`src/rtl/multicycle_control_if.sv`:
```
// multicycle_control_if
// Bundles the instruction fields, ALU flag and memory handshake coming from
// the multi-cycle datapath together with every control line the sequencer
// drives back into it.
//   master : the control sequencer (consumes IR fields, zero, mem_ready;
//            drives strobes, mux selects, aluctl, status pulses, state)
//   slave  : the datapath / memory side (the mirror image)
// Memory handshake: memread/memwrite act as the request valid and, together
// with iord, stay stable from entry into FETCH/MEMACC until the cycle in which
// mem_ready=1 is sampled; that cycle completes the access. mem_ready is
// ignored while no strobe is raised, and no access exists without a strobe.
interface multicycle_control_if #(
  parameter int OPW     = 6,
  parameter int ALUCTLW = 4
);
  logic [OPW-1:0]     opcode;
  logic [5:0]         funct;
  logic               zero;
  logic               mem_ready;
  logic               pc_write;
  logic [1:0]         pc_src;
  logic               ir_write;
  logic               iord;
  logic               memread;
  logic               memwrite;
  logic               memtoreg;
  logic               regdst;
  logic               regwrite;
  logic               alusrc_a;
  logic [1:0]         alusrc_b;
  logic [ALUCTLW-1:0] aluctl;
  logic               branch_eq;
  logic               branch_ne;
  logic               instr_done;
  logic               illegal_op;
  logic               mem_timeout;
  logic [2:0]         state;

  modport master (
    input  opcode, funct, zero, mem_ready,
    output pc_write, pc_src, ir_write, iord, memread, memwrite, memtoreg,
           regdst, regwrite, alusrc_a, alusrc_b, aluctl, branch_eq,
           branch_ne, instr_done, illegal_op, mem_timeout, state
  );

  modport slave (
    output opcode, funct, zero, mem_ready,
    input  pc_write, pc_src, ir_write, iord, memread, memwrite, memtoreg,
           regdst, regwrite, alusrc_a, alusrc_b, aluctl, branch_eq,
           branch_ne, instr_done, illegal_op, mem_timeout, state
  );
endinterface

```
`src/rtl/multicycle_control.sv`:
```
// multicycle_control
// Control sequencer for the shared-ALU, single-memory MIPS core. Every
// instruction walks FETCH -> DECODE -> EXEC [-> MEMACC] [-> WB]; memory
// waits in FETCH/MEMACC are bounded by TIMEOUT cycles (0 = unbounded).
// Ports:
//   clk  : core clock, rising edge
//   rst  : asynchronous, active-high; forces FETCH and holds every output 0
//   bus  : multicycle_control_if.master (IR fields, zero, mem handshake in;
//          datapath controls, status pulses and debug state out)
module multicycle_control #(
  parameter int OPW     = 6,
  parameter int ALUCTLW = 4,
  parameter int TIMEOUT = 16
) (
  input logic                  clk,
  input logic                  rst,
  multicycle_control_if.master bus
);

  typedef enum logic [2:0] {
    FETCH  = 3'd0,
    DECODE = 3'd1,
    EXEC   = 3'd2,
    MEMACC = 3'd3,
    WB     = 3'd4
  } state_t;

  localparam logic [5:0] OP_LW   = 6'b000011;
  localparam logic [5:0] OP_SW   = 6'b001011;
  localparam logic [5:0] OP_ADDI = 6'b001000;
  localparam logic [5:0] OP_SUBI = 6'b111000;
  localparam logic [5:0] OP_BEQ  = 6'b110100;
  localparam logic [5:0] OP_BNE  = 6'b110101;
  localparam logic [5:0] OP_ADD  = 6'b100010;
  localparam logic [5:0] OP_J    = 6'b010010;

  // A zero TIMEOUT still needs a one-bit counter to keep the RTL legal.
  localparam int CNTW = (TIMEOUT > 0) ? $clog2(TIMEOUT + 1) : 1;

  state_t             state_q, state_d;
  logic [OPW-1:0]     op_q;
  logic [5:0]         funct_q;
  logic [CNTW-1:0]    wait_q;
  logic [5:0]         op_now, op_lat;
  logic               legal;
  logic               waiting;
  logic               timed_out;
  logic [ALUCTLW-1:0] alu_dec;
  logic               unused_bits;

  assign op_now      = bus.opcode[5:0];
  assign op_lat      = op_q[5:0];
  assign unused_bits = ^{op_q, funct_q};
  assign bus.state   = state_q;

  // A memory wait is any FETCH/MEMACC cycle without mem_ready; the limit only
  // fires when the access is still outstanding, so a late ready still wins.
  assign waiting   = ((state_q == FETCH) || (state_q == MEMACC)) && !bus.mem_ready;
  assign timed_out = (TIMEOUT != 0) && waiting && (wait_q == CNTW'(TIMEOUT));

  always_comb begin
    legal = 1'b0;
    case (op_now)
      OP_LW, OP_SW, OP_ADDI, OP_SUBI,
      OP_BEQ, OP_BNE, OP_ADD, OP_J: legal = 1'b1;
      default:                      legal = 1'b0;
    endcase
  end

  // ALU operation class lives in the top two opcode bits of the latched IR.
  always_comb begin
    alu_dec = '0;
    case (op_lat[5:4])
      2'b00:   alu_dec = ALUCTLW'(2);
      2'b01:   alu_dec = '0;
      2'b10:   alu_dec = funct_q[ALUCTLW-1:0];
      default: alu_dec = ALUCTLW'(6);
    endcase
  end

  always_ff @(posedge clk or posedge rst) begin
    if (rst) begin
      state_q <= FETCH;
      op_q    <= '0;
      funct_q <= '0;
      wait_q  <= '0;
    end else begin
      state_q <= state_d;
      if (state_q == DECODE) begin
        op_q    <= bus.opcode;
        funct_q <= bus.funct;
      end
      // A FETCH timeout re-enters FETCH, so it must clear explicitly.
      if (timed_out || (state_d != state_q)) wait_q <= '0;
      else if (waiting)                      wait_q <= wait_q + CNTW'(1);
    end
  end

  always_comb begin
    state_d         = state_q;
    bus.pc_write    = 1'b0;
    bus.pc_src      = 2'b00;
    bus.ir_write    = 1'b0;
    bus.iord        = 1'b0;
    bus.memread     = 1'b0;
    bus.memwrite    = 1'b0;
    bus.memtoreg    = 1'b0;
    bus.regdst      = 1'b0;
    bus.regwrite    = 1'b0;
    bus.alusrc_a    = 1'b0;
    bus.alusrc_b    = 2'b00;
    bus.aluctl      = '0;
    bus.branch_eq   = 1'b0;
    bus.branch_ne   = 1'b0;
    bus.instr_done  = 1'b0;
    bus.illegal_op  = 1'b0;
    bus.mem_timeout = 1'b0;
    // Reset is combinationally folded in so nothing leaks out while rst is high.
    if (!rst) begin
      case (state_q)
        FETCH: begin
          bus.aluctl   = ALUCTLW'(2);
          bus.alusrc_b = 2'b01;
          if (timed_out) begin
            bus.mem_timeout = 1'b1;
          end else begin
            bus.memread  = 1'b1;
            bus.ir_write = bus.mem_ready;
            bus.pc_write = bus.mem_ready;
            if (bus.mem_ready) state_d = DECODE;
          end
        end
        DECODE: begin
          bus.aluctl   = ALUCTLW'(2);
          bus.alusrc_b = 2'b11;
          if (legal) begin
            state_d = EXEC;
          end else begin
            bus.illegal_op = 1'b1;
            state_d        = FETCH;
          end
        end
        EXEC: begin
          bus.aluctl   = alu_dec;
          bus.alusrc_a = 1'b1;
          case (op_lat)
            OP_LW, OP_SW: begin
              bus.alusrc_b = 2'b10;
              state_d      = MEMACC;
            end
            OP_ADDI, OP_SUBI: begin
              bus.alusrc_b = 2'b10;
              state_d      = WB;
            end
            OP_ADD: state_d = WB;
            OP_BEQ: begin
              bus.branch_eq  = 1'b1;
              bus.pc_src     = 2'b01;
              bus.pc_write   = bus.zero;
              bus.instr_done = 1'b1;
              state_d        = FETCH;
            end
            OP_BNE: begin
              bus.branch_ne  = 1'b1;
              bus.pc_src     = 2'b01;
              bus.pc_write   = !bus.zero;
              bus.instr_done = 1'b1;
              state_d        = FETCH;
            end
            OP_J: begin
              bus.pc_src     = 2'b10;
              bus.pc_write   = 1'b1;
              bus.instr_done = 1'b1;
              state_d        = FETCH;
            end
            default: state_d = FETCH;
          endcase
        end
        MEMACC: begin
          bus.aluctl = alu_dec;
          bus.iord   = 1'b1;
          if (timed_out) begin
            bus.mem_timeout = 1'b1;
            state_d         = FETCH;
          end else begin
            bus.memread  = (op_lat == OP_LW);
            bus.memwrite = (op_lat == OP_SW);
            if (bus.mem_ready) begin
              if (op_lat == OP_LW) begin
                state_d = WB;
              end else begin
                bus.instr_done = 1'b1;
                state_d        = FETCH;
              end
            end
          end
        end
        WB: begin
          bus.aluctl     = alu_dec;
          bus.regwrite   = 1'b1;
          bus.regdst     = (op_lat == OP_ADD);
          bus.memtoreg   = (op_lat == OP_LW);
          bus.instr_done = 1'b1;
          state_d        = FETCH;
        end
        default: state_d = FETCH;
      endcase
    end
  end

endmodule

```
`src/flat_wrapper.sv`:
```
// flat-port wrapper written by rule: the top's interface ports become plain ports
module multicycle_control_flat 
#(
  parameter int OPW     = 6,
  parameter int ALUCTLW = 4,
  parameter int TIMEOUT = 16
)
  (clk, rst, bus_opcode, bus_funct, bus_zero, bus_mem_ready, bus_pc_write, bus_pc_src, bus_ir_write, bus_iord, bus_memread, bus_memwrite, bus_memtoreg, bus_regdst, bus_regwrite, bus_alusrc_a, bus_alusrc_b, bus_aluctl, bus_branch_eq, bus_branch_ne, bus_instr_done, bus_illegal_op, bus_mem_timeout, bus_state);
  multicycle_control_if #(.OPW(OPW), .ALUCTLW(ALUCTLW)) bus_i ();
  input logic clk;
  input logic rst;
  input wire logic [$bits(bus_i.opcode)-1:0] bus_opcode;
  input wire logic [$bits(bus_i.funct)-1:0] bus_funct;
  input wire logic [$bits(bus_i.zero)-1:0] bus_zero;
  input wire logic [$bits(bus_i.mem_ready)-1:0] bus_mem_ready;
  output wire logic [$bits(bus_i.pc_write)-1:0] bus_pc_write;
  output wire logic [$bits(bus_i.pc_src)-1:0] bus_pc_src;
  output wire logic [$bits(bus_i.ir_write)-1:0] bus_ir_write;
  output wire logic [$bits(bus_i.iord)-1:0] bus_iord;
  output wire logic [$bits(bus_i.memread)-1:0] bus_memread;
  output wire logic [$bits(bus_i.memwrite)-1:0] bus_memwrite;
  output wire logic [$bits(bus_i.memtoreg)-1:0] bus_memtoreg;
  output wire logic [$bits(bus_i.regdst)-1:0] bus_regdst;
  output wire logic [$bits(bus_i.regwrite)-1:0] bus_regwrite;
  output wire logic [$bits(bus_i.alusrc_a)-1:0] bus_alusrc_a;
  output wire logic [$bits(bus_i.alusrc_b)-1:0] bus_alusrc_b;
  output wire logic [$bits(bus_i.aluctl)-1:0] bus_aluctl;
  output wire logic [$bits(bus_i.branch_eq)-1:0] bus_branch_eq;
  output wire logic [$bits(bus_i.branch_ne)-1:0] bus_branch_ne;
  output wire logic [$bits(bus_i.instr_done)-1:0] bus_instr_done;
  output wire logic [$bits(bus_i.illegal_op)-1:0] bus_illegal_op;
  output wire logic [$bits(bus_i.mem_timeout)-1:0] bus_mem_timeout;
  output wire logic [$bits(bus_i.state)-1:0] bus_state;
  assign bus_i.opcode = bus_opcode;
  assign bus_i.funct = bus_funct;
  assign bus_i.zero = bus_zero;
  assign bus_i.mem_ready = bus_mem_ready;
  assign bus_pc_write = bus_i.pc_write;
  assign bus_pc_src = bus_i.pc_src;
  assign bus_ir_write = bus_i.ir_write;
  assign bus_iord = bus_i.iord;
  assign bus_memread = bus_i.memread;
  assign bus_memwrite = bus_i.memwrite;
  assign bus_memtoreg = bus_i.memtoreg;
  assign bus_regdst = bus_i.regdst;
  assign bus_regwrite = bus_i.regwrite;
  assign bus_alusrc_a = bus_i.alusrc_a;
  assign bus_alusrc_b = bus_i.alusrc_b;
  assign bus_aluctl = bus_i.aluctl;
  assign bus_branch_eq = bus_i.branch_eq;
  assign bus_branch_ne = bus_i.branch_ne;
  assign bus_instr_done = bus_i.instr_done;
  assign bus_illegal_op = bus_i.illegal_op;
  assign bus_mem_timeout = bus_i.mem_timeout;
  assign bus_state = bus_i.state;
  multicycle_control #(.OPW(OPW), .ALUCTLW(ALUCTLW), .TIMEOUT(TIMEOUT)) u_core (.clk(clk), .rst(rst), .bus(bus_i));
endmodule
```
`config.mk`:
```
export PLATFORM = sky130hd
export DESIGN_NAME = multicycle_control_flat
export DESIGN_NICKNAME = d
export VERILOG_FILES = /design/src/rtl/multicycle_control_if.sv /design/src/rtl/multicycle_control.sv /design/src/flat_wrapper.sv
export SDC_FILE = /design/constraint.sdc
export NUM_CORES = 1
export LEC_CHECK = 0
export ABC_AREA = 0
export BUFFER_PORTS_ARGS = -buffer_cell sky130_fd_sc_hd__buf_2
export CORE_ASPECT_RATIO = 1.75
export CORE_MARGIN = 5
export CORE_UTILIZATION = 56
export DETAILED_ROUTE_END_ITERATION = 8
export PLACE_DENSITY = 0.84
export SLEW_MARGIN = 20
export SYNTH_ARGS = -nofsm -noshare
export SYNTH_HDL_FRONTEND = slang
export SYNTH_SLANG_ARGS = --single-unit
```
`constraint.sdc`:
```
create_clock -name clk -period 5.4 [get_ports clk]
set_clock_uncertainty 0.2 [all_clocks]
set_input_delay 1.35 -clock clk [delete_from_list [all_inputs] [get_ports clk]]
set_output_delay 1.35 -clock clk [all_outputs]
set_load 0.02 [all_outputs]
```
==> metrics.cfg <==
[status]
outcome=finished clean

[clock_tree]
clock_latency_ns=0.26
clkSlewWorstSetupHoldPaths_ns=0.06
cts_buffers=3
holdBufCountCts=0
numClockSinks=18
cts_tree=yes
cts_max_level=1
clockBufferDepth=2
cts_root_buffer=clkbuf_8
post_cts_resized=0
postCtsSetupRepairBufs=0

[setup_path]
r2r_cells=3
r2r-start=u_core.bus.state[0]
r2r_slack_ns=3.11
cp.required_ns=3.85
worstPathArrival_ns=2.55
critPathMaxFanout=19
cp-end-kind=primary output
r2r-end=u_core.funct_q[3]
start_kind=input pin
worstSetupPathType=in2out

[floorplanning]
die-area_um2=3760
die_x_um=48.5
io_pins=41
num_rows=24
start_util=0.584
core-area_um2=2490
die_y_um=77.4

[sta]
tns_ns=0
hold_viol=0
grt_setup_unrepaired=no
min_period_ns=4.10
max_freq_ghz=0.244
timing.final.ws_setup_ns=1.30
period_share=0.759
final-setup-viol-count=0
slew_headroom=0.439
drv_slew=0
tightestPinTransition_ns=0.839

[final_layout]
areaGrowthSynthToFinish_pct=14.9
antenna_cells=0
fin_util=0.671
layout-drive-gt1-share=0.326
fin_nets=212

[global_route]
grt_util_met2=0.391
grt_pass1_vias=1308
grt_use_total=0.201
globalRouteMet1Util=0.204
grt_pass1_wl_mm=6.07
grt_most_used_layer=met2
overflow=0
grt_start_max_net_pins=20
antenna_found_initial=0
met3_usage=0.0364

[yosys]
syn-num-nets=178
synth_ff_type=dfrtp_1
seq_area_frac_synth=0.310
yosysWarningCount=0
synth_edf_count=0
async_flop_share=1.00
ys_ff_latch=18
synth_area_um2=1460
ys_types=51
synthesis.instances=160
avgSynthCellArea_um2=9.09

[power]
p_leak_nw=0.754
finalPower_uw=551
power_density_nw_per_um2=330
max-vdd-ir-drop_v=0.000223

[placement]
port_buffers=38
gp_congestion=0.860
hpwl_mm=2.92
pre_cts_ws_ns=1.38

[route]
drtIter0Drc=78
dr.pass1.iters=4
dr_total_vias=1378
ant_nets=0
drc=0
vias_per_cell=6.29
routed_wirelength_mm=3.76
wire_per_inst_um=17.2

[min_path]
holdPathStages=1
hold_path.class=reg2reg
whs_endpoint=u_core.funct_q[2]
min-delay-start=u_core.funct_q[2]

[job]
maxCapViolCount=0

synthesized netlist by cell type (all sizes together) (2+ instances only):
| cell | instances | area [µm²] |
|---|---|---|
| nor4b | 2 | 17.5 |
| buf | 8 | 61.3 |
| dfrtp | 18 | 450 |
| inv | 6 | 22.5 |
| o21ai | 5 | 25.0 |
| and3 | 3 | 18.8 |
| o22ai | 2 | 12.5 |
| nand3 | 2 | 10.0 |
| mux2i | 2 | 20.0 |
| a21oi | 6 | 30.0 |
| nand2b | 3 | 18.8 |
| xnor2 | 5 | 43.8 |
| nor2b | 6 | 37.5 |
| nand2 | 11 | 41.3 |
| xor2 | 2 | 17.5 |
| nor2 | 16 | 60.1 |
| ha | 2 | 25.0 |
| and2 | 2 | 12.5 |
| o31ai | 2 | 28.8 |
| nand4b | 3 | 26.3 |
| nand3b | 2 | 15.0 |
| clkbuf | 2 | 7.51 |
| nor3 | 17 | 110 |
| mux2 | 8 | 90.1 |
| nor4 | 4 | 40.0 |
| or4b | 3 | 37.5 |
sequential cells by signal (all words and copies together), names as in the netlist:
name              cells
u_core.bus.state      3
u_core.funct_q        4
u_core.wait_q         5
u_core.op_lat         6
cells in the final DEF (no fill, tap or decap), types with 3 or more instances in the layout:
| cell type | synthesis | routed |
|---|---|---|
| nor4_1 | 3 | 3 |
| and3_1 | 3 | 3 |
| dfrtp_1 | 18 | 18 |
| nand2b_1 | 3 | 3 |
| nor3_1 | 12 | 12 |
| mux2_2 | 8 | 8 |
| nand4b_1 | 3 | 3 |
| nor2b_1 | 6 | 6 |
| xnor2_1 | 5 | 5 |
| a21oi_1 | 6 | 6 |
| nor2_1 | 16 | 16 |
| clkbuf_8 | 0 | 4 |
| nor3_2 | 5 | 5 |
| nand2_1 | 11 | 11 |
| inv_1 | 6 | 6 |
| o21ai_0 | 5 | 5 |
| buf_2 | 1 | 38 |
metal layers:
layer  vias up  routed length [µm]
met5         -                   0
met4         0                  48
met3        10                 234
met2        57                2180
met1       654                1300
li1        657                   -
area by class of cell:
class	instances	area [µm²]
fillers	217	821
multi-input cells	126	913
inverters	6	22.5
flip-flops and latches	18	450
clock buffers	4	55.1
repair buffers	39	198
well taps	26	32.5
worst max-delay path by stage:
stage	cells after the start	slack (ns)	to	start
2_1_floorplan	4	1.0	bus_memwrite	rst
3_3_place_gp	5	1.40	bus_branch_ne	rst
3_5_place_dp	5	1.38	bus_branch_ne	rst
4_1_cts	5	1.37	bus_branch_ne	rst
5_1_grt	5	1.26	bus_branch_eq	rst
6_report	5	1.30	bus_branch_ne	rst
critical path, cell delays in order:
cell and delay [ns]:
buf_2 0.21, nor3_1 0.43, nand2_1 0.19, nor3_1 0.17, buf_2 0.20
where the power goes:
| part | switching [mW] | internal [mW] | total (mW) |
|---|---|---|---|
| combinational | 0.119 | 0.0913 | 0.210 |
| clock | 0.0472 | 0.0649 | 0.112 |
| sequential | 0.0609 | 0.168 | 0.229 |
| total | 0.227 | 0.324 | 0.551 |
metrics by stage:
step	hold WS, ns	instance area, µm²	cells
finish	0.320	1670	219
floorplan	0.272	1460	160
detailed placement	0.302	1620	215
CTS	0.317	1670	219
global placement	0.282	1620	215
global route	0.333	1670	219
cell families (layout without fill, tap and decap cells):
kind of cell,after synthesis,after routing,synth area share
simple gates,79,79,0.336
compound gates,28,28,0.157
flops,18,18,0.310
buf+inv,16,49,0.0628
mux,10,10,0.0757
xor+xnor,7,7,0.0421
fa+ha+maj,2,2,0.0172
No activity file was read; power rests on OpenSTA's default activity.
